## config.mk

```make
export PLATFORM = sky130hd
export DESIGN_NAME = job_dispatcher
export DESIGN_NICKNAME = d
export VERILOG_FILES = /design/src/rtl/dispatch_pkg.sv /design/src/rtl/rr_arbiter.sv /design/src/rtl/job_dispatcher.sv
export SDC_FILE = /design/constraint.sdc
export NUM_CORES = 1
export LEC_CHECK = 0
export ABC_CLOCK_PERIOD_IN_PS = 15610
export BUFFER_PORTS_ARGS = -buffer_cell sky130_fd_sc_hd__buf_2
export CAP_MARGIN = 30
export CORE_MARGIN = 3
export CORE_UTILIZATION = 30
export CTS_CLUSTER_DIAMETER = 50
export DETAILED_ROUTE_END_ITERATION = 6
export GPL_ROUTABILITY_DRIVEN = 0
export SLEW_MARGIN = 10
export SYNTH_ARGS = -nofsm -noshare
export SYNTH_HDL_FRONTEND = slang
export SYNTH_SLANG_ARGS = --single-unit
export TNS_END_PERCENT = 30
```

## constraint.sdc

```tcl
create_clock -name clk -period 15.61 [get_ports clk]
set_input_delay 3.122 -clock clk [delete_from_list [all_inputs] [get_ports clk]]
set_output_delay 3.122 -clock clk [all_outputs]
set_load 0.05 [all_outputs]
```

## src/rtl/dispatch_pkg.sv

```systemverilog
// Shared types and defaults for the job dispatcher.
// Optional feature macro: JOB_DISPATCHER_BITMAP_EN (see job_dispatcher.sv).
package dispatch_pkg;

  localparam int unsigned NUM_CORES_DEF = 16;
  localparam int unsigned ADDR_W_DEF    = 8;
  localparam int unsigned MEM_DEPTH_DEF = 256;

  typedef enum logic [1:0] {
    IDLE     = 2'd0,
    DISPATCH = 2'd1,
    DRAIN    = 2'd2,
    DONE     = 2'd3
  } dispatch_state_t;

  // Index width for a vector of n entries; never below one bit.
  function automatic int unsigned idx_width(input int unsigned n);
    return (n > 1) ? $clog2(n) : 1;
  endfunction

endpackage

```

## src/rtl/rr_arbiter.sv

```systemverilog
// Combinational round-robin picker: first eligible core at or above rr_ptr, wrapping.
module rr_arbiter
  import dispatch_pkg::*;
#(
  parameter int unsigned NUM_CORES = NUM_CORES_DEF,
  localparam int unsigned IDX_W    = idx_width(NUM_CORES)
) (
  input  logic [NUM_CORES-1:0] eligible,
  input  logic [IDX_W-1:0]     rr_ptr,
  output logic [NUM_CORES-1:0] gnt_c,
  output logic [IDX_W-1:0]     idx_c,
  output logic                 any_c
);

  logic [IDX_W-1:0] cand;

  // Walk the cores in rotated order and keep the first eligible one.
  always_comb begin
    gnt_c = '0;
    idx_c = '0;
    any_c = 1'b0;
    cand  = '0;
    for (int unsigned k = 0; k < NUM_CORES; k++) begin
      cand = IDX_W'((32'(rr_ptr) + k) % NUM_CORES);
      if (!any_c && eligible[cand]) begin
        gnt_c[cand] = 1'b1;
        idx_c       = cand;
        any_c       = 1'b1;
      end
    end
  end

endmodule

```

## src/rtl/job_dispatcher.sv

```systemverilog
// Hands out data-memory addresses to worker cores and counts prime results.
// Define JOB_DISPATCHER_BITMAP_EN to add the per-address prime_map output.
module job_dispatcher
  import dispatch_pkg::*;
#(
  parameter int unsigned NUM_CORES = NUM_CORES_DEF,
  parameter int unsigned ADDR_W    = ADDR_W_DEF,
  parameter int unsigned MEM_DEPTH = MEM_DEPTH_DEF
) (
  input  logic                 clk,
  input  logic                 reset,
  input  logic                 start,
  output logic                 busy,
  output logic                 done,
  input  logic [NUM_CORES-1:0] core_req,
  output logic [NUM_CORES-1:0] core_gnt,
  output logic [ADDR_W-1:0]    core_addr,
  input  logic [NUM_CORES-1:0] core_res_valid,
  input  logic [NUM_CORES-1:0] core_res,
  output logic [ADDR_W:0]      prime_count
`ifdef JOB_DISPATCHER_BITMAP_EN
  ,
  output logic [MEM_DEPTH-1:0] prime_map
`endif
);

  localparam int unsigned IDX_W = idx_width(NUM_CORES);
  localparam int unsigned CNT_W = ADDR_W + 1;
  localparam int unsigned NXT_W = ADDR_W + 1;

  dispatch_state_t      state_q, state_d;
  logic [NXT_W-1:0]     next_addr_q, next_addr_d;
  logic [IDX_W-1:0]     rr_ptr_q, rr_ptr_d;
  logic [NUM_CORES-1:0] core_busy_q, core_busy_d;
  logic [NUM_CORES-1:0] core_gnt_q, core_gnt_d;
  logic [ADDR_W-1:0]    core_addr_q, core_addr_d;
  logic [CNT_W-1:0]     prime_count_q, prime_count_d;
  logic                 busy_q, busy_d;
  logic                 done_q, done_d;

  logic [NUM_CORES-1:0] eligible_c;
  logic [NUM_CORES-1:0] arb_gnt_c;
  logic [IDX_W-1:0]     arb_idx_c;
  logic                 arb_any_c;
  logic [NUM_CORES-1:0] counted_c;
  logic [CNT_W-1:0]     count_inc_c;

  assign eligible_c = core_req & ~core_busy_q;

  rr_arbiter #(
    .NUM_CORES (NUM_CORES)
  ) u_arb (
    .eligible (eligible_c),
    .rr_ptr   (rr_ptr_q),
    .gnt_c    (arb_gnt_c),
    .idx_c    (arb_idx_c),
    .any_c    (arb_any_c)
  );

  // Results only count from cores that actually hold a job.
  always_comb begin
    counted_c   = core_res_valid & core_res & core_busy_q;
    count_inc_c = '0;
    for (int i = 0; i < NUM_CORES; i++) begin
      count_inc_c = count_inc_c + CNT_W'(counted_c[i]);
    end
  end

  // Run control, dispatch and result accounting.
  always_comb begin
    state_d       = state_q;
    next_addr_d   = next_addr_q;
    rr_ptr_d      = rr_ptr_q;
    core_gnt_d    = '0;
    core_addr_d   = core_addr_q;
    prime_count_d = prime_count_q + count_inc_c;

    case (state_q)
      IDLE: begin
        if (start) begin
          next_addr_d   = '0;
          rr_ptr_d      = '0;
          prime_count_d = count_inc_c;
          state_d       = DISPATCH;
        end
      end
      DISPATCH: begin
        if (arb_any_c) begin
          core_gnt_d  = arb_gnt_c;
          core_addr_d = ADDR_W'(next_addr_q);
          next_addr_d = next_addr_q + NXT_W'(1);
          rr_ptr_d    = IDX_W'((32'(arb_idx_c) + 32'd1) % NUM_CORES);
          if (next_addr_q == NXT_W'(MEM_DEPTH - 1)) begin
            state_d = DRAIN;
          end
        end
      end
      DRAIN: begin
        if (core_busy_q == '0 && core_gnt_q == '0) begin
          state_d = DONE;
        end
      end
      DONE: begin
        state_d = IDLE;
      end
      default: begin
        state_d = IDLE;
      end
    endcase

    core_busy_d = (core_busy_q & ~core_res_valid) | core_gnt_d;
    busy_d      = (state_d == DISPATCH) || (state_d == DRAIN);
    done_d      = (state_d == DONE);
  end

  // State and output registers.
  always_ff @(posedge clk or negedge reset) begin
    if (!reset) begin
      state_q       <= IDLE;
      next_addr_q   <= '0;
      rr_ptr_q      <= '0;
      core_busy_q   <= '0;
      core_gnt_q    <= '0;
      core_addr_q   <= '0;
      prime_count_q <= '0;
      busy_q        <= 1'b0;
      done_q        <= 1'b0;
    end else begin
      state_q       <= state_d;
      next_addr_q   <= next_addr_d;
      rr_ptr_q      <= rr_ptr_d;
      core_busy_q   <= core_busy_d;
      core_gnt_q    <= core_gnt_d;
      core_addr_q   <= core_addr_d;
      prime_count_q <= prime_count_d;
      busy_q        <= busy_d;
      done_q        <= done_d;
    end
  end

  assign core_gnt    = core_gnt_q;
  assign core_addr   = core_addr_q;
  assign prime_count = prime_count_q;
  assign busy        = busy_q;
  assign done        = done_q;

`ifdef JOB_DISPATCHER_BITMAP_EN
  logic [ADDR_W-1:0]    job_addr_q [NUM_CORES];
  logic [ADDR_W-1:0]    job_addr_d [NUM_CORES];
  logic [MEM_DEPTH-1:0] prime_map_q, prime_map_d;

  // Remember each core's job address and mark primes at that address.
  always_comb begin
    job_addr_d = job_addr_q;
    for (int i = 0; i < NUM_CORES; i++) begin
      if (core_gnt_d[i]) begin
        job_addr_d[i] = core_addr_d;
      end
    end
    prime_map_d = (state_q == IDLE && start) ? '0 : prime_map_q;
    for (int i = 0; i < NUM_CORES; i++) begin
      if (counted_c[i]) begin
        prime_map_d[job_addr_q[i]] = 1'b1;
      end
    end
  end

  // Bitmap registers.
  always_ff @(posedge clk or negedge reset) begin
    if (!reset) begin
      for (int i = 0; i < NUM_CORES; i++) begin
        job_addr_q[i] <= '0;
      end
      prime_map_q <= '0;
    end else begin
      job_addr_q  <= job_addr_d;
      prime_map_q <= prime_map_d;
    end
  end

  assign prime_map = prime_map_q;
`endif

endmodule

```

* After elaboration in Yosys (flattened, before gate mapping)
Index checks and enable logic that the tools add are counted.
** Storage, ports and cells
- Register bits after elaboration :: 66
- Latch bits :: 0
- RAM bits :: 0
- Bits in read-only memories :: 0
- Input port bits :: 51
- Output and inout port bits :: 35
- Memories :: 0
** Cells by class
- Add/sub/neg operators :: 33
- Multiply operators :: 0
- Div/mod/pow operators :: 0
- $lt $le $gt $ge :: 32
- Eq/ne operators :: 9
- Shifts and indexed selects :: 0
- Muxes and demuxes :: 127
- Bitwise operators :: 22
- Reduce and logical (&&, ||, !) cells :: 54
** Operator list (count)
- $mux 16 :: 18
- $or 16x16->16 :: 16
- $lt 4x5->1 const B :: 16
- $mux 4 :: 18
- $and 16x16->16 :: 4
- $bmux 1 s4 :: 16
- $demux 1 s4 :: 16
- $ge 4x1->1 const B :: 16
- $add 9x1->9 :: 7
- $mux 1 :: 48
- $mux 9 :: 4
- $add 4x4->4 const B :: 8
- $logic_and 1x1->1 :: 32
- $logic_not 16->1 :: 2
- $not 16->16 :: 2
- $pmux 9 s2 :: 1
- $add 4x3->4 const B :: 4
- $logic_not 1->1 :: 15
- $add 8x1->9 :: 1
- $add 9x1->9 const B :: 1
- $add 9x9->9 :: 1
- $eq 9x8->1 const B :: 1
- $add 4x1->4 const B :: 2
- $add 4x2->4 const B :: 2
- other kinds (18) :: 26

* Logic depth before layout (Yosys ltp)
Gate-level depths: netlist of the first run.
- Word-level depth :: 54
- Depth in mapped cells :: 21

* Hierarchy
Synthesis of the first run repeated with hierarchy kept, for this count alone.
** Second synthesis, totals
- Cell total of the unflattened synthesis :: 890
- Area, all modules :: 7282.0 um^2
** By module, submodules not included
- rr_arbiter :: times used 1, cells an instance 568, area each 3928.8 um^2, seq. area each 0.0 um^2
- job_dispatcher :: times used 1, cells an instance 322, area each 3353.2 um^2, seq. area each 1651.6 um^2

* Worst setup path after synthesis of the first run
Ideal clock, no wire load.
- Kind :: input-to-reg
- Start point :: in core_res_valid[0]
- End point :: reg prime_count_q[8] (netlist: prime_count[8])
- Data arrival time :: 7.436 ns
- Path slack :: 8.042 ns
- Stages :: 16
- Path buffers :: 0
- Cell sequence :: and3_1 fa_1 inv_1 fa_1 fa_1 fa_1 inv_1 ha_1 fa_1 fa_1 a21o_1 a21oi_1 nor2b_1 o2111ai_1 xor2_1 nor2_1
** On the way
- Cells in the longest elaborated chain, start to end :: 20
** RTL lines
- start, declared :: RTL line job_dispatcher.sv:18 : input logic [NUM_CORES-1:0] core_res_valid,
- $and 16x16->16 (*) (2 in a row) :: RTL line job_dispatcher.sv:62 : counted_c = core_res_valid & core_res & core_busy_q;
- $add 1x1->2 (*) :: RTL line job_dispatcher.sv:65 : count_inc_c = count_inc_c + CNT_W'(counted_c[i]);
- $add 2x1->3 (*) :: RTL line job_dispatcher.sv:65
- $add 3x1->4 (*) :: RTL line job_dispatcher.sv:65
- $add 4x1->5 (*) :: RTL line job_dispatcher.sv:65
- $add 5x1->6 (*) :: RTL line job_dispatcher.sv:65
- $add 6x1->7 (*) :: RTL line job_dispatcher.sv:65
- $add 7x1->8 (*) :: RTL line job_dispatcher.sv:65
- $add 8x1->9 (*) :: RTL line job_dispatcher.sv:65
- $add 9x1->9 (*) (7 in a row) :: RTL line job_dispatcher.sv:65
- $add 9x9->9 :: RTL line job_dispatcher.sv:76 : prime_count_d = prime_count_q + count_inc_c;
- $mux 9 :: RTL line job_dispatcher.sv:80 : if (start) begin
- $mux 9 (*) :: RTL line job_dispatcher.sv:78 : case (state_q)
- named net prime_count_d[8] :: RTL line job_dispatcher.sv:37 : logic [CNT_W-1:0] prime_count_q, prime_count_d;
- end signal, assigned :: RTL line job_dispatcher.sv:135 : prime_count_q <= prime_count_d;
- end, declared :: RTL line job_dispatcher.sv:37
Mark *: on every way through the listed nets, which the timed path passes. The rest lies on a longest branch.
A chain may end at the register's enable or synchronous reset.

* Final worst setup path of the first run
Ends and elaborated chain as after synthesis.

==> qor.yml, run 1 <==
critical_path:
  crit_path_end_kind: "flop"
  worst_ep_arrival_time_ns: 7.79
  path_max_fanout: 3
  critPathMaxStageDelay_ns: 0.56
  r2r_setup_slack_ns: 9.15
  cp_cell_sequence: "buf_2 > and3_1 > fa_1 > inv_1 > fa_1 > fa_1 > fa_1 > inv_1 > ha_1 > fa_1 > fa_1 > a21o_1 > a21oi_1 > nor2b_1 > o2111ai_1 > xor2_1 > nor2_1"
  cp.buffers_inverters: 3
  start_kind: "input port"
  crit_slowest_cell: "fa_1"
  cp_num_cells: 17
  cpLargestDelayFamily: "adder cells"
  crit_top_cell: "fa_1"
  reg2reg_from: "rr_ptr_q[0]$_DFFE_PN0P_"
  critPathKind: "input port to flop"
  crit_required_ns: 15.81
  reg2reg_to: "core_busy_q[15]$_DFF_PN0_"
  reg2regPathDepth: 14
route:
  routed_wl_um: 34340
  wire_per_inst_um: 23.35
  via_per_inst: 6.512
  dr.pass1.iters: 7
  num_vias: 9579
  route.detailed.drc: 120
  drt_iter0_markers: 1742
  antenna_left: 0
place:
  port-buffer-count: 85
  dp_hpwl_um: 25350
  dp.cells: 1454
  dpl_cell_area_um2: 9114
clock_tree:
  cts_setup_buffers: 0
  cts-root-buf: "clkbuf_16"
  cts_tree: "yes"
  clock_latency_ns: 0.34
  postCtsHoldBufs: 0
  clk_pin_slew_ns: 0.06
  htreeDepth: 3
  cts_resized: 0
  numClockSinks: 66
  cts_max_path_buffers: 2
  cts_buffers: 9
synth:
  synth.avg_cell_area_um2: 7.985
  synth_edf_count: 0
  yosysUniqueCellTypes: 98
  syn_area_um2: 8361
  yosys_warnings: 0
  ys_seq_area_share_pct: 19.75
  synth_flop_cell: "dfrtp_1"
  ys_seq_elements: 66
  yosys.area.top_type_share_pct: 19.75
  syn_inst: 1047
  synth.area.top_cells: "dfrtp_1 20%, nand2_1 4.7%, ha_1 4.0%"
  syn-num-nets: 1136
  yosys.area.top_type: "dfrtp_1"
  async_reset_ff_share_pct: 100.0
global_routing:
  antenna_found_initial: 2
  grt_pass1_wl_um: 52340
  grt_max_degree: 67
  grt_pass1_vias: 8898
  grt_usage_pct: 21.59
  grt_overflow: 0
finish:
  fin_cells: 1471
  layout-drive-gt1-share_pct: 17.83
  area_growth_pct: 12.48
  num-fill-cells: 2898
  mostFrequentLayoutCell: "nand2_1"
  final_net_count: 1183
  fin_area_um2: 9404
  n_antenna_cell: 0
  final_cell_mix: "105 x nand2_1, 85 x buf_2, 72 x nor2_1"
floorplanning:
  num_io_pins: 86
  rows: 60
  start_util_pct: 30.76
  dieArea_um2: 29910
  die_w_um: 172.9
  fp.coreArea_um2: 27180
  die_h_um: 172.9
timing:
  tightest_slew_ns: 1.041
  fin_worst_skew_ns: 0.007061
  timing.slew.headroom_pct: 30.07
  maxSlewViolCount: 0
  fmax_ghz: 0.1317
  final_hold_viol_count: 0
  tns_ns: 0
  setup_viol: 0
  timing.final.crit_share_pct: 48.65
  rsz0062_at_grt: "false"
  min_period_ns: 7.594
flow_run:
  cap_violations: 0
status:
  violations: "DRC"
  status: "finished with violations"
hold_path:
  min_path_cells: 1
  worstHoldEndpoint: "core_addr[1]$_DFFE_PN0P_"
  min-delay-start: "core_addr[1]$_DFFE_PN0P_"
  hold_path.class: "flop to flop"
## worst max path at each step
stage / to / from
6_report: prime_count[8]$_DFF_PN0_ / core_res_valid[0]
5_1_grt: prime_count[6]$_DFF_PN0_ / core_res_valid[0]
4_1_cts: prime_count[8]$_DFF_PN0_ / core_res_valid[0]
3_5_place_dp: prime_count[8]$_DFF_PN0_ / core_res_valid[0]
3_3_place_gp: prime_count[8]$_DFF_PN0_ / core_res_valid[0]
2_1_floorplan: prime_count[8]$_DFF_PN0_ / core_res_valid[0]
## final cells by class
| type | instances | area [um2] | share of cell area, % |
|---|---|---|---|
| repair buffers | 114 | 648.1 | 6.892 |
| clock inverters | 7 | 60.06 | 0.6386 |
| well taps | 372 | 465.4 | 4.949 |
| clock buffers | 9 | 225.2 | 2.395 |
| multi-input cells | 868 | 6221 | 66.15 |
| flip-flops and latches | 66 | 1653 | 17.58 |
| inverters | 35 | 131.4 | 1.397 |
## synth_stat cells (9+ instances only)
library cell / number
xor2_1: 12
dfrtp_1: 66
a22o_1: 11
a41oi_1: 10
o21ai_0: 34
a32oi_1: 9
xnor2_1: 16
a21o_1: 21
a31oi_1: 23
buf_2: 11
o31ai_1: 9
nand3_1: 67
nand4_1: 20
o211ai_1: 10
mux4_2: 14
ha_1: 27
a21oi_1: 37
nand2_1: 105
or4_1: 11
nor3_1: 36
fa_1: 11
nand2b_1: 21
nor2_1: 72
nor2b_1: 15
and3_1: 23
nor4_1: 34
inv_1: 32
clkbuf_1: 52
mux2i_1: 12
and4_1: 9
o22ai_1: 14
## cell families (layout without fill, tap and decap cells)
family                     Yosys count  count (layout)  synth area share (%)
DFF                                 66              66                 19.75
AOI/OAI and AO/OA                  267             267                 23.57
buffers and inverters              113             165                 6.046
muxes                               41              41                 7.318
and+or+nand+nor                    494             494                 33.70
adders and majority gates           38              38                 6.675
xor gates and xnor gates            28              28                 2.933
## stage by stage
step	hold WS, ns	util, %	worst slack, ns
after detailed placement	0.4794	33.54	7.681
after CTS	0.4943	34.59	8.019
after global placement	0.4775	33.43	7.713
after global routing	0.5050	34.60	7.755
final	0.4879	34.60	8.016
after floorplan	0.4957	-	8.042
## routing by layer
layer / global-route usage [%] / share of wire (%)
met1: 28.90 / 39
met2: 33.17 / 43
met3: 5.885 / 12
met4: 8.311 / 4.8
met5: 0 / 0.038
## flip-flops by register name, summed over array words and instances (netlist names)
name,flops
busy,1
core_addr,8
core_busy_q,16
core_gnt,16
done,1
next_addr_q,9
prime_count,9
rr_ptr_q,4
state_q,2
Power of run 1 is not shown: default switching activity piles up to over one toggle a cycle in this logic, so the estimate is an artifact.
==> inputs of run 2 (changes only) <==
--- a/config.mk
+++ b/config.mk
@@ -5,7 +5,7 @@
 export SDC_FILE = /design/constraint.sdc
 export NUM_CORES = 1
 export LEC_CHECK = 0
-export ABC_CLOCK_PERIOD_IN_PS = 15610
+export ABC_CLOCK_PERIOD_IN_PS = 7100
 export BUFFER_PORTS_ARGS = -buffer_cell sky130_fd_sc_hd__buf_2
 export CAP_MARGIN = 30
 export CORE_MARGIN = 3
==> constraint.sdc (replaced) <==
create_clock -name clk -period 7.1 [get_ports clk]
set_input_delay 1.42 -clock clk [delete_from_list [all_inputs] [get_ports clk]]
set_output_delay 1.42 -clock clk [all_outputs]
set_load 0.05 [all_outputs]
==> run 2 against run 1 <==
Against the previous run: the flow still finishes with violations (DRC); clock skew down 0.0022 ns; count of clock-buffer cells in the layout up 1; critical path depth shrank 3; non-clock buffer count up 9; wire length shrank 2.4%; critical endpoint is now core_busy_q[4]$_DFF_PN0_; largest cell class unchanged.
==> qor.yml, run 2 (same netlist as run 1, synthesis figures left out) <==
status:
  status: "finished with violations"
  violations: "DRC"
route:
  dr.pass1.iters: 7  # unchanged
  antenna_left: 0  # unchanged
  wire_per_inst_um: 22.65  # -3.0%
  via_per_inst: 6.396  # -1.8%
  routed_wl_um: 33530  # -2.4%
  drt_iter0_markers: 1384  # -21%
  num_vias: 9466  # -1.2%
  route.detailed.drc: 12  # -90%
clock_tree:
  clk_pin_slew_ns: 0.06  # about the same
  cts_setup_buffers: 0  # unchanged
  cts_buffers: 9  # unchanged
  numClockSinks: 66  # unchanged
  cts_resized: 0  # unchanged
  postCtsHoldBufs: 0  # unchanged
  cts_tree: "yes"
  clock_latency_ns: 0.33  # about the same
  cts-root-buf: "clkbuf_16"
  cts_max_path_buffers: 2  # unchanged
  htreeDepth: 3  # unchanged
finish:
  final_net_count: 1192  # +0.76%
  layout-drive-gt1-share_pct: 18.41  # +0.58 points
  multi_input_area_um2: 6216  # about the same
  num-fill-cells: 2900  # +0.069%
  mostFrequentLayoutCell: "nand2_1"
  n_antenna_cell: 0  # unchanged
  fin_cells: 1480  # +0.61%
  register_area_um2: 1653  # unchanged
  area_growth_pct: 14.29
  final_cell_mix: "105 x nand2_1, 85 x buf_2, 72 x nor2_1"
floorplanning:
  dieArea_um2: 29910  # unchanged
  fp.coreArea_um2: 27180  # unchanged
  rows: 60  # unchanged
  die_w_um: 172.9  # unchanged
  start_util_pct: 30.76  # unchanged
  num_io_pins: 86  # unchanged
  die_h_um: 172.9  # unchanged
global_routing:
  grt_overflow: 0  # unchanged
  antenna_found_initial: 0  # -2
  grt_usage_pct: 21.40  # -0.19 points
  grt_max_degree: 67  # unchanged
  grt_pass1_wl_um: 51910  # -0.82%
  grt_pass1_vias: 8899  # +0.011%
place:
  port-buffer-count: 85  # unchanged
  dp_hpwl_um: 25250  # -0.41%
  dp.cells: 1461  # +0.48%
timing:
  timing.final.crit_share_pct: 84.31
  fmax_ghz: 0.1671
  tightest_slew_ns: 1.041  # -0.0001357 ns
  setup_viol: 0  # unchanged
  timing.slew.headroom_pct: 30.27  # +0.20 points
  min_period_ns: 5.986
  fin_worst_skew_ns: 0.004904  # -0.002156 ns
  rsz0062_at_grt: "false"
  tns_ns: 0  # unchanged
  final_hold_viol_count: 0  # unchanged
  maxSlewViolCount: 0  # unchanged
critical_path:
  start_kind: "flop"
  worst_ep_arrival_time_ns: 6.21  # -1.58 ns
  path_max_fanout: 22  # +19
  critPathKind: "flop to flop"
  crit_path_end_kind: "flop"
  crit_required_ns: 7.32  # -8.49 ns
flow_run:
  cap_violations: 0  # unchanged
hold_path:
  hold_path.class: "flop to flop"
## run 2: changes by cell type in the layout (fill, tap and decap cells not counted), sizes merged
cell / change
buf: +10
clkinvlp: -2
bufinv: +4
inv: -3
## run 2: final cells by class
class | count | area share (%)
clock buffer | 10 | 2.501
clock inverter | 6 | 1.427
inverter | 35 | 1.375
multi-input combinational | 868 | 65.05
sequential | 66 | 17.30
tap | 372 | 4.871
timing repair buffer | 123 | 7.477
## run 2: worst paths after layout
path | start | to | slack (ns) | depth (start not counted)
setup / recovery | rr_ptr_q[1]$_DFFE_PN0P_ | core_busy_q[4]$_DFF_PN0_ | 1.11 | 14
hold / removal | core_addr[5]$_DFFE_PN0P_ | core_addr[5]$_DFFE_PN0P_ | 0.49 | 1
setup reg to reg | rr_ptr_q[1]$_DFFE_PN0P_ | core_busy_q[4]$_DFF_PN0_ | 1.11 | 14
hold reg to reg | core_addr[5]$_DFFE_PN0P_ | core_addr[5]$_DFFE_PN0P_ | 0.49 | 1
max in group asynchronous | reset | rr_ptr_q[0]$_DFFE_PN0P_ | 5.25 | 2
min in group asynchronous | reset | core_addr[6]$_DFFE_PN0P_ | 1.27 | 2
## run 2: stage by stage
step | setup WS, ns | util (%) | instance area, um2 | hold WS (ns)
floorplan | 1.234 | - | 8361 | 0.4957
finish | 1.114 | 35.16 | 9555 | 0.4877
global placement | 0.9130 | 33.68 | 9154 | 0.4767
detailed placement | 0.9256 | 33.68 | 9154 | 0.4784
CTS | 1.225 | 35.06 | 9529 | 0.4957
global route | 0.8520 | 35.16 | 9555 | 0.5138
## run 2: metal layers
layer  global-route usage, %  vias up  share of wire [%]
met1                   28.18     4471                 40
met2                   33.95      679                 44
met5                       0        -                  0
met3                   5.863      142                 12
li1                        -     4174                  -
met4                   7.196        0                4.2
## run 2: worst max-delay path: stages (launching register included)
cell and delay [ns]:
dfrtp_1 0.37, inv_1 0.08, buf_4 0.22, ha_1 0.60
clkinv_1 0.52, mux4_2 0.45, a22oi_1 0.38, o221ai_1 0.44
nor4_2 0.47, nand3_1 0.33, nor3_2 0.67, nand3b_1 0.56
buf_4 0.38, a41oi_1 0.15, a21o_1 0.22
Power of run 2 is left out for the same reason.
==> inputs of run 3 (changes only) <==
--- a/config.mk
+++ b/config.mk
@@ -5,7 +5,7 @@
 export SDC_FILE = /design/constraint.sdc
 export NUM_CORES = 1
 export LEC_CHECK = 0
-export ABC_CLOCK_PERIOD_IN_PS = 7100
+export ABC_CLOCK_PERIOD_IN_PS = 6150
 export BUFFER_PORTS_ARGS = -buffer_cell sky130_fd_sc_hd__buf_2
 export CAP_MARGIN = 30
 export CORE_MARGIN = 3
==> constraint.sdc (replaced) <==
create_clock -name clk -period 6.15 [get_ports clk]
set_input_delay 1.23 -clock clk [delete_from_list [all_inputs] [get_ports clk]]
set_output_delay 1.23 -clock clk [all_outputs]
set_load 0.05 [all_outputs]
==> run 3 against run 2 <==
Against the previous run: the flow still finishes with violations (DRC); critical path depth rose by 3; sequential share of layout area fell by 0.14 points; setup slack got worse by 0.66 ns; worst hold slack improved by 0.00081 ns; wire length rose by 1.2%; flip-flop and latch count did not move; clock skew rose by 0.0026 ns; register-to-register slack got worse by 0.49 ns; count of clock-buffer cells in the layout fell by 1; critical endpoint is now prime_count[8]$_DFF_PN0_; largest cell class unchanged; highest routed layer unchanged.
==> qor.yml, run 3 (same netlist as run 1, synthesis figures left out) <==
status:
  status: "finished with violations"
  violations: "DRC"
clock_tree:
  numClockSinks: 66  # unchanged
  cts-root-buf: "clkbuf_16"
  cts_buffers: 9  # unchanged
  clock_latency_ns: 0.33  # about the same
  postCtsHoldBufs: 0  # unchanged
  clk_pin_slew_ns: 0.06  # about the same
  htreeDepth: 3  # unchanged
  cts_tree: "yes"
  cts_setup_buffers: 0  # unchanged
  cts_resized: 0  # unchanged
  cts_max_path_buffers: 2  # unchanged
route:
  antenna_left: 0  # unchanged
  routed_wl_um: 33930  # +1.2%
  route.detailed.drc: 2  # -10
  drt_iter0_markers: 1470  # +6.2%
  via_per_inst: 6.362  # -0.53%
  wire_per_inst_um: 22.68  # +0.12%
  dr.pass1.iters: 7  # unchanged
  num_vias: 9518  # +0.55%
global_routing:
  grt_max_degree: 67  # unchanged
  grt_pass1_wl_um: 52500  # +1.1%
  grt_usage_pct: 21.72  # +0.32 points
  grt_pass1_vias: 9037  # +1.6%
  antenna_found_initial: 0  # unchanged
  grt_overflow: 0  # unchanged
timing:
  tightest_slew_ns: 1.087  # +0.04587 ns
  maxSlewViolCount: 0  # unchanged
  min_period_ns: 5.698
  tns_ns: 0  # unchanged
  rsz0062_at_grt: "false"
  fmax_ghz: 0.1755
  timing.final.crit_share_pct: 92.66
  final_hold_viol_count: 0  # unchanged
  timing.slew.headroom_pct: 27.31  # -3.0 points
  setup_viol: 0  # unchanged
  fin_worst_skew_ns: 0.007554  # +0.002650 ns
critical_path:
  cp_cell_sequence: "buf_2 > and3_1 > fa_1 > inv_1 > fa_1 > fa_1 > fa_1 > inv_1 > ha_1 > fa_1 > fa_1 > a21o_1 > a21oi_1 > nor2b_1 > o2111ai_1 > xor2_1 > nor2_1"
  crit_slowest_cell: "fa_1"
  start_kind: "input port"
  critPathMaxStageDelay_ns: 0.55  # -0.12 ns
  critPathKind: "input port to flop"
  crit_top_cell: "fa_1"
  crit_path_end_kind: "flop"
  path_max_fanout: 3  # -86%
  worst_ep_arrival_time_ns: 5.89  # -0.32 ns
  crit_required_ns: 6.34  # -0.98 ns
finish:
  final_net_count: 1206  # +1.2%
  mostFrequentLayoutCell: "nand2_1"
  layout-drive-gt1-share_pct: 19.43  # +1.0 points
  area_growth_pct: 15.25
  final_cell_mix: "105 x nand2_1, 85 x buf_2, 72 x nor2_1"
  num-fill-cells: 2864  # -1.2%
  fin_cells: 1496  # +1.1%
place:
  dp.cells: 1478  # +1.2%
  port-buffer-count: 85  # unchanged
  dp_hpwl_um: 25670  # +1.7%
floorplanning:
  rows: 60  # unchanged
  start_util_pct: 30.76  # unchanged
  die_w_um: 172.9  # unchanged
  num_io_pins: 86  # unchanged
  dieArea_um2: 29910  # unchanged
  fp.coreArea_um2: 27180  # unchanged
  die_h_um: 172.9  # unchanged
flow_run:
  cap_violations: 0  # unchanged
hold_path:
  hold_path.class: "flop to flop"
[run 3: cell types whose count changed in the layout (fill, tap and decap cells not counted), sizes merged]
| cell | change |
|---|---|
| bufinv | -1 |
| diode | +2 |
| inv | +1 |
| clkbuf | -1 |
| buf | +14 |
| clkinv | +1 |
[run 3: final timing paths]
path | from | end | slack [ns] | cells after the start
worst min-delay path | core_addr[5]$_DFFE_PN0P_ | core_addr[5]$_DFFE_PN0P_ | 0.49 | 1
min in group asynchronous | reset | core_addr[6]$_DFFE_PN0P_ | 1.08 | 2
worst max-delay path | core_res_valid[0] | prime_count[8]$_DFF_PN0_ | 0.45 | 17
max in group asynchronous | reset | rr_ptr_q[0]$_DFFE_PN0P_ | 4.49 | 2
worst min register to register | core_addr[5]$_DFFE_PN0P_ | core_addr[5]$_DFFE_PN0P_ | 0.49 | 1
worst max register to register | rr_ptr_q[2]$_DFFE_PN0P_ | core_busy_q[12]$_DFF_PN0_ | 0.62 | 13
[run 3: layer usage]
layer  GRT usage, %  up-vias  wire (um)
met3          5.160      137       3768
met1          29.58     4501      13770
met2          33.65      673      14910
met5              0        -          0
met4          7.736        0       1478
li1               -     4207          -
[run 3: worst max-delay path: cells and delay by family]
kind                     cells  cell delay, ns
adder cells (fa/ha/maj)      7            3.33
AO/OA/AOI/OAI                3            0.64
AND/OR/NAND/NOR              3            0.33
buffers and inverters        3            0.20
XOR/XNOR                     1            0.16
[run 3: through the flow]
step	hold slack, ns	utilization, %	setup slack, ns	area (um2)
after CTS	0.4932	35.44	0.4461	9630
final	0.4886	35.46	0.4515	9635
after floorplan	0.4957	-	0.4743	8361
after global placement	0.4752	34.15	0.1555	9281
after global routing	0.5159	35.44	0.2078	9630
after detailed placement	0.4784	34.15	0.1238	9281
[run 3: area by class of cell]
| class | instances | area, um2 | area share (%) |
|---|---|---|---|
| repair buffers | 137 | 815.8 | 8.466 |
| diodes | 2 | 5.005 | 0.05194 |
| well taps | 372 | 465.4 | 4.831 |
| flip-flops and latches | 66 | 1653 | 17.15 |
| clock buffers | 9 | 225.2 | 2.337 |
| inverters | 35 | 131.4 | 1.363 |
| clock inverters | 7 | 123.9 | 1.286 |
| multi-input cells | 868 | 6216 | 64.51 |
Power of run 3 is left out for the same reason.
